File: src/rtl/switch_led_pkg.sv
// Shared constants and helpers for the debounced switch-to-LED path.
// Display mode encodings and counter sizing.
package switch_led_pkg;

  localparam logic [1:0] MODE_DIRECT = 2'b00;
  localparam logic [1:0] MODE_TOGGLE = 2'b01;
  localparam logic [1:0] MODE_BLINK  = 2'b10;
  localparam logic [1:0] MODE_INVERT = 2'b11;

  // Bits needed to count 0..n-1, never less than one.
  function automatic int cnt_w(input int n);
    return (n > 1) ? $clog2(n) : 1;
  endfunction

endpackage

File: src/rtl/debounce_channel.sv
// One switch channel: two-flop synchroniser, hold counter,
// accepted level and a one-cycle pulse on each accepted change.
module debounce_channel
  import switch_led_pkg::*;
#(
  parameter int DEBOUNCE_CYCLES = 50000
) (
  input  logic i_clk,
  input  logic i_rst,
  input  logic i_raw,
  output logic o_stable,
  output logic o_changed
);

  localparam int CW = cnt_w(DEBOUNCE_CYCLES);
  localparam logic [CW-1:0] CMAX = CW'(DEBOUNCE_CYCLES - 1);

  logic          r_s1;
  logic          r_s2;
  logic          r_stable;
  logic          r_changed;
  logic [CW-1:0] r_cnt;

  // Any sample matching the accepted level restarts the hold count.
  always_ff @(posedge i_clk or posedge i_rst) begin
    if (i_rst) begin
      r_s1      <= 1'b0;
      r_s2      <= 1'b0;
      r_stable  <= 1'b0;
      r_changed <= 1'b0;
      r_cnt     <= '0;
    end else begin
      r_s1      <= i_raw;
      r_s2      <= r_s1;
      r_changed <= 1'b0;
      if (r_s2 == r_stable) begin
        r_cnt <= '0;
      end else if (r_cnt == CMAX) begin
        r_stable  <= r_s2;
        r_cnt     <= '0;
        r_changed <= 1'b1;
      end else begin
        r_cnt <= r_cnt + 1'b1;
      end
    end
  end

  assign o_stable  = r_stable;
  assign o_changed = r_changed;

endmodule

File: src/rtl/switch_debounce_leds.sv
// N debounced switches driving N registered LEDs through a
// runtime display mode: direct, toggle latch, blink or invert.
module switch_debounce_leds
  import switch_led_pkg::*;
#(
  parameter int N               = 4,
  parameter int DEBOUNCE_CYCLES = 50000,
  parameter int BLINK_DIV       = 12500000
) (
  input  logic         i_clk,
  input  logic         i_rst,
  input  logic [N-1:0] i_switch,
  input  logic [1:0]   i_mode,
  output logic [N-1:0] o_LED,
  output logic [N-1:0] o_changed
);

  localparam int BW = cnt_w(BLINK_DIV);
  localparam logic [BW-1:0] BMAX = BW'(BLINK_DIV - 1);

  logic [N-1:0]  w_stable;
  logic [N-1:0]  w_changed;
  logic [N-1:0]  w_toggle_nxt;
  logic [N-1:0]  w_led_nxt;
  logic [N-1:0]  r_toggle;
  logic [N-1:0]  r_led;
  logic [BW-1:0] r_bcnt;
  logic          r_phase;

  for (genvar g = 0; g < N; g++) begin : g_ch
    debounce_channel #(
      .DEBOUNCE_CYCLES(DEBOUNCE_CYCLES)
    ) u_db (
      .i_clk    (i_clk),
      .i_rst    (i_rst),
      .i_raw    (i_switch[g]),
      .o_stable (w_stable[g]),
      .o_changed(w_changed[g])
    );
  end

  // A change pulse with the new level high marks a rising edge.
  assign w_toggle_nxt = r_toggle ^ (w_changed & w_stable);

  always_comb begin
    w_led_nxt = w_stable;
    unique case (i_mode)
      MODE_DIRECT: w_led_nxt = w_stable;
      MODE_TOGGLE: w_led_nxt = w_toggle_nxt;
      MODE_BLINK:  w_led_nxt = w_stable & {N{r_phase}};
      MODE_INVERT: w_led_nxt = ~w_stable;
    endcase
  end

  always_ff @(posedge i_clk or posedge i_rst) begin
    if (i_rst) begin
      r_toggle <= '0;
      r_led    <= '0;
      r_bcnt   <= '0;
      r_phase  <= 1'b0;
    end else begin
      r_toggle <= w_toggle_nxt;
      r_led    <= w_led_nxt;
      if (r_bcnt == BMAX) begin
        r_bcnt  <= '0;
        r_phase <= ~r_phase;
      end else begin
        r_bcnt <= r_bcnt + 1'b1;
      end
    end
  end

  assign o_LED     = r_led;
  assign o_changed = w_changed;

endmodule

File: config.mk
export PLATFORM = sky130hd
export DESIGN_NAME = switch_debounce_leds
export DESIGN_NICKNAME = d
export VERILOG_FILES = /design/src/rtl/switch_led_pkg.sv /design/src/rtl/debounce_channel.sv /design/src/rtl/switch_debounce_leds.sv
export SDC_FILE = /design/constraint.sdc
export NUM_CORES = 1
export LEC_CHECK = 0
export CAP_MARGIN = 20
export CORE_MARGIN = 2
export CORE_UTILIZATION = 60
export DETAILED_ROUTE_END_ITERATION = 6
export GPL_ROUTABILITY_DRIVEN = 0
export PLACE_DENSITY = 0.89
export SLEW_MARGIN = 10
export SYNTH_ARGS = -nofsm -noshare
export SYNTH_HDL_FRONTEND = slang
export SYNTH_HIERARCHICAL = 1
export SYNTH_SLANG_ARGS = --single-unit
File: constraint.sdc
create_clock -name i_clk -period 4.1 [get_ports i_clk]
set_input_delay 0.82 -clock i_clk [delete_from_list [all_inputs] [get_ports i_clk]]
set_output_delay 0.82 -clock i_clk [all_outputs]
set_load 0.1 [all_outputs]
==> impl_metrics.ini, run 1 <==
[setup_path]
cp-end-kind = output pin
worst-endpoint-arrival_ns = 2.03
critPathLaunchType = flop
worstPathRequired_ns = 3.28
r2r-start = r_bcnt[0]$_DFF_PP0_
critPathMaxStageDelay_ns = 1.15
critPathMaxFanout = 2
critical_path_class = reg2out
critical_path_buf_inv_count = 1
cp-startpoint = g_ch[2].u_db/o_changed$_DFF_PP0_
worst_path_dominant_cell_family = buffers and inverters
cp_cell_sequence = clkdlybuf4s50_1
slowest_stage = clkdlybuf4s50_1

[timing]
hold_viol_final = 0
fin_skew_ns = 0.00713
min_period_over_period_pct = 69.4
fmax_mhz = 351
maxSlewViolCount = 0
setup_viol = 0
rsz0062_at_grt = false
fin_tns_setup_ns = 0
layout_min_cycle_time_ns = 2.85
worstMarginPinSlew_ns = 1.00
relSlewSlack_pct = 33.1

[place]
io_buffers = 15
dp_hpwl_um = 7130

[final_layout]
drive_gt1_share_pct = 19.1
syn2layout_area_growth_pct = 14.3
final_cell_mix = 113 x dfrtp_1, 68 x nor2_1, 63 x xnor2_1
seq_area_sq_um = 2830
utilization_pct = 70.2
fin_nets = 538
multi_input_area_sq_um = 2660
nFillCells = 593
n_antenna_cell = 0
final_common_cell = dfrtp_1

[die]
initial_core_util_pct = 61.4
num_rows = 35
die_y_um = 101
core_area_sq_um = 9200
boundaryPins = 16
die_w_um = 101
die_area_sq_um = 10200

[synthesis]
synth_area_per_cell_sq_um = 11.3
async_flop_share_pct = 100
synth_top_area_share_pct = 50.0
synth_edf_count = 0
yosys_register_bits = 113
ys_seq_area_share_pct = 50.0
yosysUniqueCellTypes = 44
synth_top_area_cell = dfrtp_1
synth_warnings = 6
synth_area_sq_um = 5650
syn-instance-count = 501
synth.area.top_cells = dfrtp_1 50%, xnor2_1 9.8%, nor4_2 4.7%
synth_fp_nets = 514
synthFlopType = dfrtp_1

[cts]
cts.repair.resized = 0
cts_buffers = 17
clock_sinks = 113
post_cts_buffers = 0
cts_root_buffer = clkbuf_8
clock_latency_ns = 0.52
cts_tree = yes
htree_num_levels = 4
hold_buffers = 0
clkTransAtPathRegs_ns = 0.05
clock_path_buffers = 2

[global_routing]
grt_pass1_wl_um = 20100
grt_pass1_vias = 4036
grt_overflow = 0
antenna_found_initial = 0
grt_usage_pct = 25.5
grt_max_degree = 34

[run_status]
outcome = finished clean

[power]
leakagePower_nw = 2.63
p_per_area_nw_per_um2 = 421
ir_drop_mv = 0.335

[routing]
drt_iter0_markers = 301
num_vias = 3857
dr.pass1.iters = 5
post_drt_wl_per_cell_um = 17.8
drc_errors = 0
antenna_left = 0
routed_wl_um = 11500
viasPerCell = 5.94

[min_path]
hp-class = reg2reg
min_from = g_ch[0].u_db/r_s1$_DFF_PP0_

[run]
drv_cap = 0
kinds of logic after synthesis:
logic type	count (synthesis)	synth area share [%]
and+or+nand+nor	249	30.5
DFF	113	50.0
xor gates and xnor gates	80	12.5
buffers and inverters	29	2.83
AOI/OAI and AO/OA	21	2.19
adders and majority gates	5	1.11
muxes	4	0.797
final timing paths:
check	to	cells past startpoint	slack [ns]
worst min register to register	g_ch[0].u_db/r_s2$_DFF_PP0_	0	0.35
min in group asynchronous	o_LED[2]$_DFF_PP0_	3	0.92
max in group asynchronous	g_ch[0].u_db/r_s2$_DFF_PP0_	2	2.63
worst max-delay path	o_changed[2]	1	1.25
worst min-delay path	g_ch[0].u_db/r_s2$_DFF_PP0_	0	0.35
worst max register to register	r_bcnt[3]$_DFF_PP0_	5	1.92
registers in the layout, indices dropped and copies added, names as in the netlist:
register             flops
g_ch.u_db/r_cnt         64
r_bcnt                  24
g_ch.u_db/o_changed      4
g_ch.u_db/o_stable       4
g_ch.u_db/r_s1           4
g_ch.u_db/r_s2           4
o_LED                    4
r_toggle                 4
r_phase                  1
per-stage QoR:
step / power, mW / hold WS (ns) / cell area, sq um / instances / setup WS (ns)
2_1_floorplan: 1.23 / 0.331 / 5650 / 501 / 2.38
3_3_place_gp: 1.25 / 0.336 / 5850 / 617 / 1.82
3_5_place_dp: 1.25 / 0.345 / 5850 / 617 / 1.79
4_1_cts: 2.73 / 0.357 / 6460 / 649 / 1.24
5_1_grt: 2.80 / 0.360 / 6460 / 649 / 1.21
6_report: 2.72 / 0.353 / 6460 / 649 / 1.25
Yosys cell counts, types with 6 or more instances:
library cell and number:
o21ai_0 8, nand3_1 16, dfrtp_1 113, nand4_1 16
nor2_1 68, nor2_2 8, xor2_1 16, nor3_1 16
xnor2_1 63, nand4_2 6, nand2_1 30, nor4_2 21
nand3_4 8, inv_1 18, and3_1 10, a21oi_1 6
layer usage:
| metal | up-vias | global-route usage, % | wire length, um |
|---|---|---|---|
| met1 | 1934 | 33.7 | 4970 |
| met3 | 18 | 6.10 | 479 |
| met5 | - | 0 | 0 |
| met2 | 107 | 41.4 | 5920 |
| li1 | 1798 | - | - |
| met4 | 0 | 9.25 | 179 |
layout make-up:
cell class	count	share of cell area, %
inverter	18	1.05
timing repair buffer	16	2.44
tap	111	2.15
clock inverter	10	2.03
multi-input combinational	359	41.2
clock buffer	22	7.32
sequential	113	43.8
worst reg2reg max path, stage by stage (launching register included):
cell     delay, ns
dfrtp_1       0.41
ha_1          0.26
nand4_1       0.26
nor4_2        0.44
and4_1        0.55
nor2_1        0.12
report_power, final:
part / leakage, nW / total (mW) / internal [mW] / switching (mW)
Sequential: 1.53 / 1.15 / 1.13 / 0.0178
Clock: 0.301 / 1.49 / 0.985 / 0.502
Combinational: 0.800 / 0.0848 / 0.0226 / 0.0622
(Power assumes the default switching activity.)
==> run 2: changes to the inputs <==
==> constraint.sdc (replaced) <==
create_clock -name i_clk -period 2.8 [get_ports i_clk]
set_input_delay 0.56 -clock i_clk [delete_from_list [all_inputs] [get_ports i_clk]]
set_output_delay 0.56 -clock i_clk [all_outputs]
set_load 0.1 [all_outputs]
==> impl_metrics.ini, run 2 (same netlist as run 1, synthesis figures left out) <==
[run_status]
outcome = finished clean

[cts]
post_cts_buffers = 0
clkTransAtPathRegs_ns = 0.06
clock_path_buffers = 2
clock_sinks = 113
clock_latency_ns = 0.52
cts_root_buffer = clkbuf_8
cts_buffers = 17
hold_buffers = 0
cts.repair.resized = 0
htree_num_levels = 4
cts_tree = yes

[power]
ir_drop_mv = 0.671
power_mw = 4.22
p_per_area_nw_per_um2 = 649
leakagePower_nw = 2.67

[final_layout]
final_cell_mix = 113 x dfrtp_1, 68 x nor2_1, 63 x xnor2_1
largest-register = g_ch.u_db/r_cnt
stdcell_area_sq_um = 6490
seq_area_sq_um = 2830
syn2layout_area_growth_pct = 14.9
drive_gt1_share_pct = 20.7
fin_nets = 538
nFillCells = 592
reg_top3 = g_ch.u_db/r_cnt: 64 flops, r_bcnt: 24 flops
largest_register_ffs = 64
utilization_pct = 70.6
n_antenna_cell = 0
final_common_cell = dfrtp_1
multi_input_area_sq_um = 2660

[setup_path]
critical_path_class = reg2reg
r2r_slack_ns = 0.76
worstPathRequired_ns = 3.18
cp-end-kind = flop
worst-endpoint-arrival_ns = 2.42
cp-startpoint = r_bcnt[0]$_DFF_PP0_
r2r_cells = 5
r2r-end = r_bcnt[1]$_DFF_PP0_
critPathMaxFanout = 10
r2r-start = r_bcnt[0]$_DFF_PP0_
critPathLaunchType = flop

[min_path]
whs_endpoint = g_ch[1].u_db/r_s2$_DFF_PP0_
min_from = g_ch[1].u_db/r_s1$_DFF_PP0_
min_delay_path_depth = 0
hp-class = reg2reg

[global_routing]
grt_overflow = 0
antenna_found_initial = 0
grt_usage_pct = 24.4
grt_pass1_vias = 3883
grt_pass1_wl_um = 19000
grt_max_degree = 34

[routing]
drt_iter0_markers = 195
viasPerCell = 5.92
routed_wl_um = 11300
post_drt_wl_per_cell_um = 17.4
dr.pass1.iters = 4
antenna_left = 0
num_vias = 3836
drc_errors = 0

[die]
num_rows = 35
initial_core_util_pct = 61.4
die_w_um = 101
boundaryPins = 16
die_y_um = 101
core_area_sq_um = 9200
die_area_sq_um = 10200

[timing]
worstMarginPinSlew_ns = 0.773
fin_skew_ns = 0.00623
layout_min_cycle_time_ns = 2.04
rsz0062_at_grt = false
fin_tns_setup_ns = 0
min_period_over_period_pct = 72.8
fmax_mhz = 490
hold_viol_final = 0
relSlewSlack_pct = 48.4
setup_viol = 0
maxSlewViolCount = 0

[place]
dp_hpwl_um = 7100
dpl_cell_area_sq_um = 5830
io_buffers = 15

[run]
drv_cap = 0
-- run 2: cell types whose count changed in the layout (fill, tap and decap cells not counted), moves of 2 or more --
cell             before  now
inv_6                 0    2
clkdlybuf4s50_1      15    7
clkinv_2              5    2
bufinv_16             3    6
clkbuf_8              5    2
buf_4                 1    9
-- run 2: per-layer routing --
layer  GRT usage (%)  vias to the layer above  wire [um]  share of wire (%)
met3            7.28                       16        522                4.6
met5               0                        -          0                  0
met4            9.67                        0        179                1.6
li1                -                     1790          -                  -
met2            39.0                       90       5890                 52
met1            31.3                     1940       4700                 42
-- run 2: layout make-up --
type / instances / share of cell area (%)
sequential: 113 / 43.5
timing repair buffer: 16 / 2.12
inverter: 18 / 1.04
multi-input combinational: 359 / 41.0
clock inverter: 13 / 3.58
clock buffer: 18 / 6.59
tap: 111 / 2.14
-- run 2: power by group --
group	internal, mW	switching (mW)
combinational	0.0328	0.0912
sequential	1.66	0.0289
clock	1.65	0.759
total	3.34	0.879
-- run 2: how the worst max path moves through the flow --
stage / to / slack, ns
after floorplan: r_phase$_DFFE_PP0N_ / 1.18
after global placement: r_bcnt[18]$_DFF_PP0_ / 0.96
after detailed placement: r_bcnt[1]$_DFF_PP0_ / 0.83
after CTS: r_bcnt[1]$_DFF_PP0_ / 0.75
after global routing: r_bcnt[1]$_DFF_PP0_ / 0.56
final: r_bcnt[1]$_DFF_PP0_ / 0.76
-- run 2: per-stage QoR --
stage	worst slack, ns	std cells	hold slack [ns]
final	0.761	648	0.351
after global routing	0.562	648	0.358
after global placement	0.956	617	0.333
after detailed placement	0.832	617	0.337
after floorplan	1.18	501	0.331
after CTS	0.746	648	0.350
-- run 2: worst max-delay path, stage by stage, from the launching register on --
cell and delay (ns):
dfrtp_1 0.41, ha_1 0.28, nand4_1 0.22, nor4_2 0.38
and4_1 0.50, nor2b_1 0.11
==> run 3: changes to the inputs <==
--- a/config.mk
+++ b/config.mk
@@ -7,10 +7,10 @@
 export LEC_CHECK = 0
 export CAP_MARGIN = 20
 export CORE_MARGIN = 2
-export CORE_UTILIZATION = 60
+export CORE_UTILIZATION = 56
 export DETAILED_ROUTE_END_ITERATION = 6
 export GPL_ROUTABILITY_DRIVEN = 0
-export PLACE_DENSITY = 0.89
+export PLACE_DENSITY = 0.87
 export SLEW_MARGIN = 10
 export SYNTH_ARGS = -nofsm -noshare
 export SYNTH_HDL_FRONTEND = slang
==> constraint.sdc (replaced) <==
create_clock -name i_clk -period 1.65 [get_ports i_clk]
set_input_delay 0.33 -clock i_clk [delete_from_list [all_inputs] [get_ports i_clk]]
set_output_delay 0.33 -clock i_clk [all_outputs]
set_load 0.1 [all_outputs]
==> impl_metrics.ini, run 3 (same netlist as run 1, synthesis figures left out) <==
[power]
switching_share_pct = 22.1
p_per_area_nw_per_um2 = 954
ir_drop_mv = 0.710
p_clk_share_pct = 52.2
power_mw = 6.53
leakagePower_nw = 2.81
pwr-share-comb_pct = 4.0
power_switching_mw = 1.45
intPower_mw = 5.08
p_seq_share_pct = 43.8

[cts]
hold_buffers = 0
clkTransAtPathRegs_ns = 0.05
htree_num_levels = 4
cts_tree = yes
clock_path_buffers = 2
cts_root_buffer = clkbuf_8
clock_sinks = 113
clock_latency_ns = 0.51
cts_buffers = 17

[setup_path]
critPathMaxFanout = 4
r2r-start = r_bcnt[0]$_DFF_PP0_
critical_path_class = reg2reg
cp-end-kind = flop
r2r-end = r_bcnt[20]$_DFF_PP0_
worst-endpoint-arrival_ns = 2.05
r2r_cells = 6
r2r_slack_ns = 0.03
worstPathRequired_ns = 2.08
critPathLaunchType = flop

[die]
die_w_um = 104
die_y_um = 104
initial_core_util_pct = 57.8
boundaryPins = 16
core_area_sq_um = 9770
num_rows = 36
die_area_sq_um = 10900

[min_path]
min_from = i_switch[2]
min_delay_path_depth = 1
whs_endpoint = g_ch[2].u_db/r_s1$_DFF_PP0_
hp-class = in2reg

[final_layout]
final_common_cell = dfrtp_1
reg_top3 = g_ch.u_db/r_cnt: 64 flops, r_bcnt: 24 flops
largest-register = g_ch.u_db/r_cnt
stdcell_area_sq_um = 6850
final_cell_mix = 113 x dfrtp_1, 68 x nor2_1, 63 x xnor2_1
syn2layout_area_growth_pct = 21.1
largest_register_ffs = 64
n_antenna_cell = 0
utilization_pct = 70.0
drive_gt1_share_pct = 25.8
fin_nets = 566

[place]
io_buffers = 15
dpl_cell_area_sq_um = 6150
dp_hpwl_um = 7100

[routing]
dr.pass1.iters = 5
post_drt_wl_per_cell_um = 16.8
routed_wl_um = 11700
viasPerCell = 5.70
drc_errors = 0
num_vias = 3981
drt_iter0_markers = 261
antenna_left = 0

[global_routing]
grt_max_degree = 34
grt_pass1_wl_um = 19200
grt_usage_pct = 22.2
grt_overflow = 0
antenna_found_initial = 0
grt_pass1_vias = 3982

[run]
drv_cap = 0

[timing]
hold_viol_final = 0
worstMarginPinSlew_ns = 0.610
layout_min_cycle_time_ns = 1.62
min_period_over_period_pct = 98.1
relSlewSlack_pct = 59.2
hold_ws_ns = 0.258
fmax_mhz = 618
rsz0062_at_grt = true
setup_viol = 0
fin_skew_ns = 0.00648
fin_tns_setup_ns = 0
maxSlewViolCount = 0

[run_status]
outcome = finished clean
-- run 3: cell types whose count changed in the layout (fill, tap and decap cells not counted), moves of 3 or more --
| cell | change |
|---|---|
| buf_12 | +9 |
| bufinv_16 | -5 |
| clkbuf_8 | +4 |
| clkinvlp_4 | +3 |
| nand2_2 | -3 |
| nand4_4 | +3 |
| nand2_4 | +5 |
| nand4_2 | -3 |
| buf_4 | +16 |
-- run 3: cell type report --
cell class / count / area (sq um)
Tap cell: 133 / 166
Fill cell: 618 / 2930
Clock buffer: 23 / 487
Timing Repair Buffer: 42 / 449
Sequential cell: 113 / 2830
Inverter: 18 / 67.6
Clock inverter: 9 / 80.1
Multi-Input combinational cell: 361 / 2770
-- run 3: power groups by stage --
stage                     clock, mW  combinational [mW]  sequential, mW
after floorplan                   0               0.120            2.93
after global placement            0               0.244            2.90
after detailed placement          0               0.251            2.90
after CTS                      3.45               0.264            2.86
after global routing           3.59               0.292            2.86
final                          3.41               0.264            2.86
-- run 3: metal layers --
layer / wire, um / global-route usage (%) / up-vias
met4: 142 / 6.66 / 0
met5: 0 / 0 / -
met1: 5000 / 28.2 / 2017
met2: 6100 / 36.7 / 101
li1: - / - / 1849
met3: 500 / 6.52 / 14
-- run 3: stage by stage --
step                setup WS [ns]  instances
floorplan                  0.0260        501
global placement           0.0584        663
detailed placement        -0.0555        663
CTS                        0.0109        695
global route              -0.0483        699
finish                     0.0306        699
-- run 3: how the worst max path moves through the flow --
stage	cells past startpoint	slack [ns]	end	start
6_report	6	0.03	r_bcnt[20]$_DFF_PP0_	r_bcnt[0]$_DFF_PP0_
5_1_grt	6	-0.05	r_bcnt[20]$_DFF_PP0_	r_bcnt[0]$_DFF_PP0_
4_1_cts	6	0.01	r_bcnt[20]$_DFF_PP0_	r_bcnt[0]$_DFF_PP0_
3_5_place_dp	6	-0.06	r_phase$_DFFE_PP0N_	r_bcnt[0]$_DFF_PP0_
3_3_place_gp	6	0.06	r_phase$_DFFE_PP0N_	r_bcnt[0]$_DFF_PP0_
2_1_floorplan	6	0.03	r_phase$_DFFE_PP0N_	r_bcnt[0]$_DFF_PP0_
-- run 3: timing repair --
action	CTS	global route
setup buffers	0	2
gates resized for setup	3	17
pin swaps	1	3
cloned	0	2
setup endpoints to repair	21	57
-- run 3: worst max-delay path: stages (launching register included) --
cell     delay, ns
dfrtp_1       0.39
ha_2          0.20
buf_4         0.12
and4_4        0.25
nand4_1       0.11
or3_1         0.34
a21oi_2       0.14
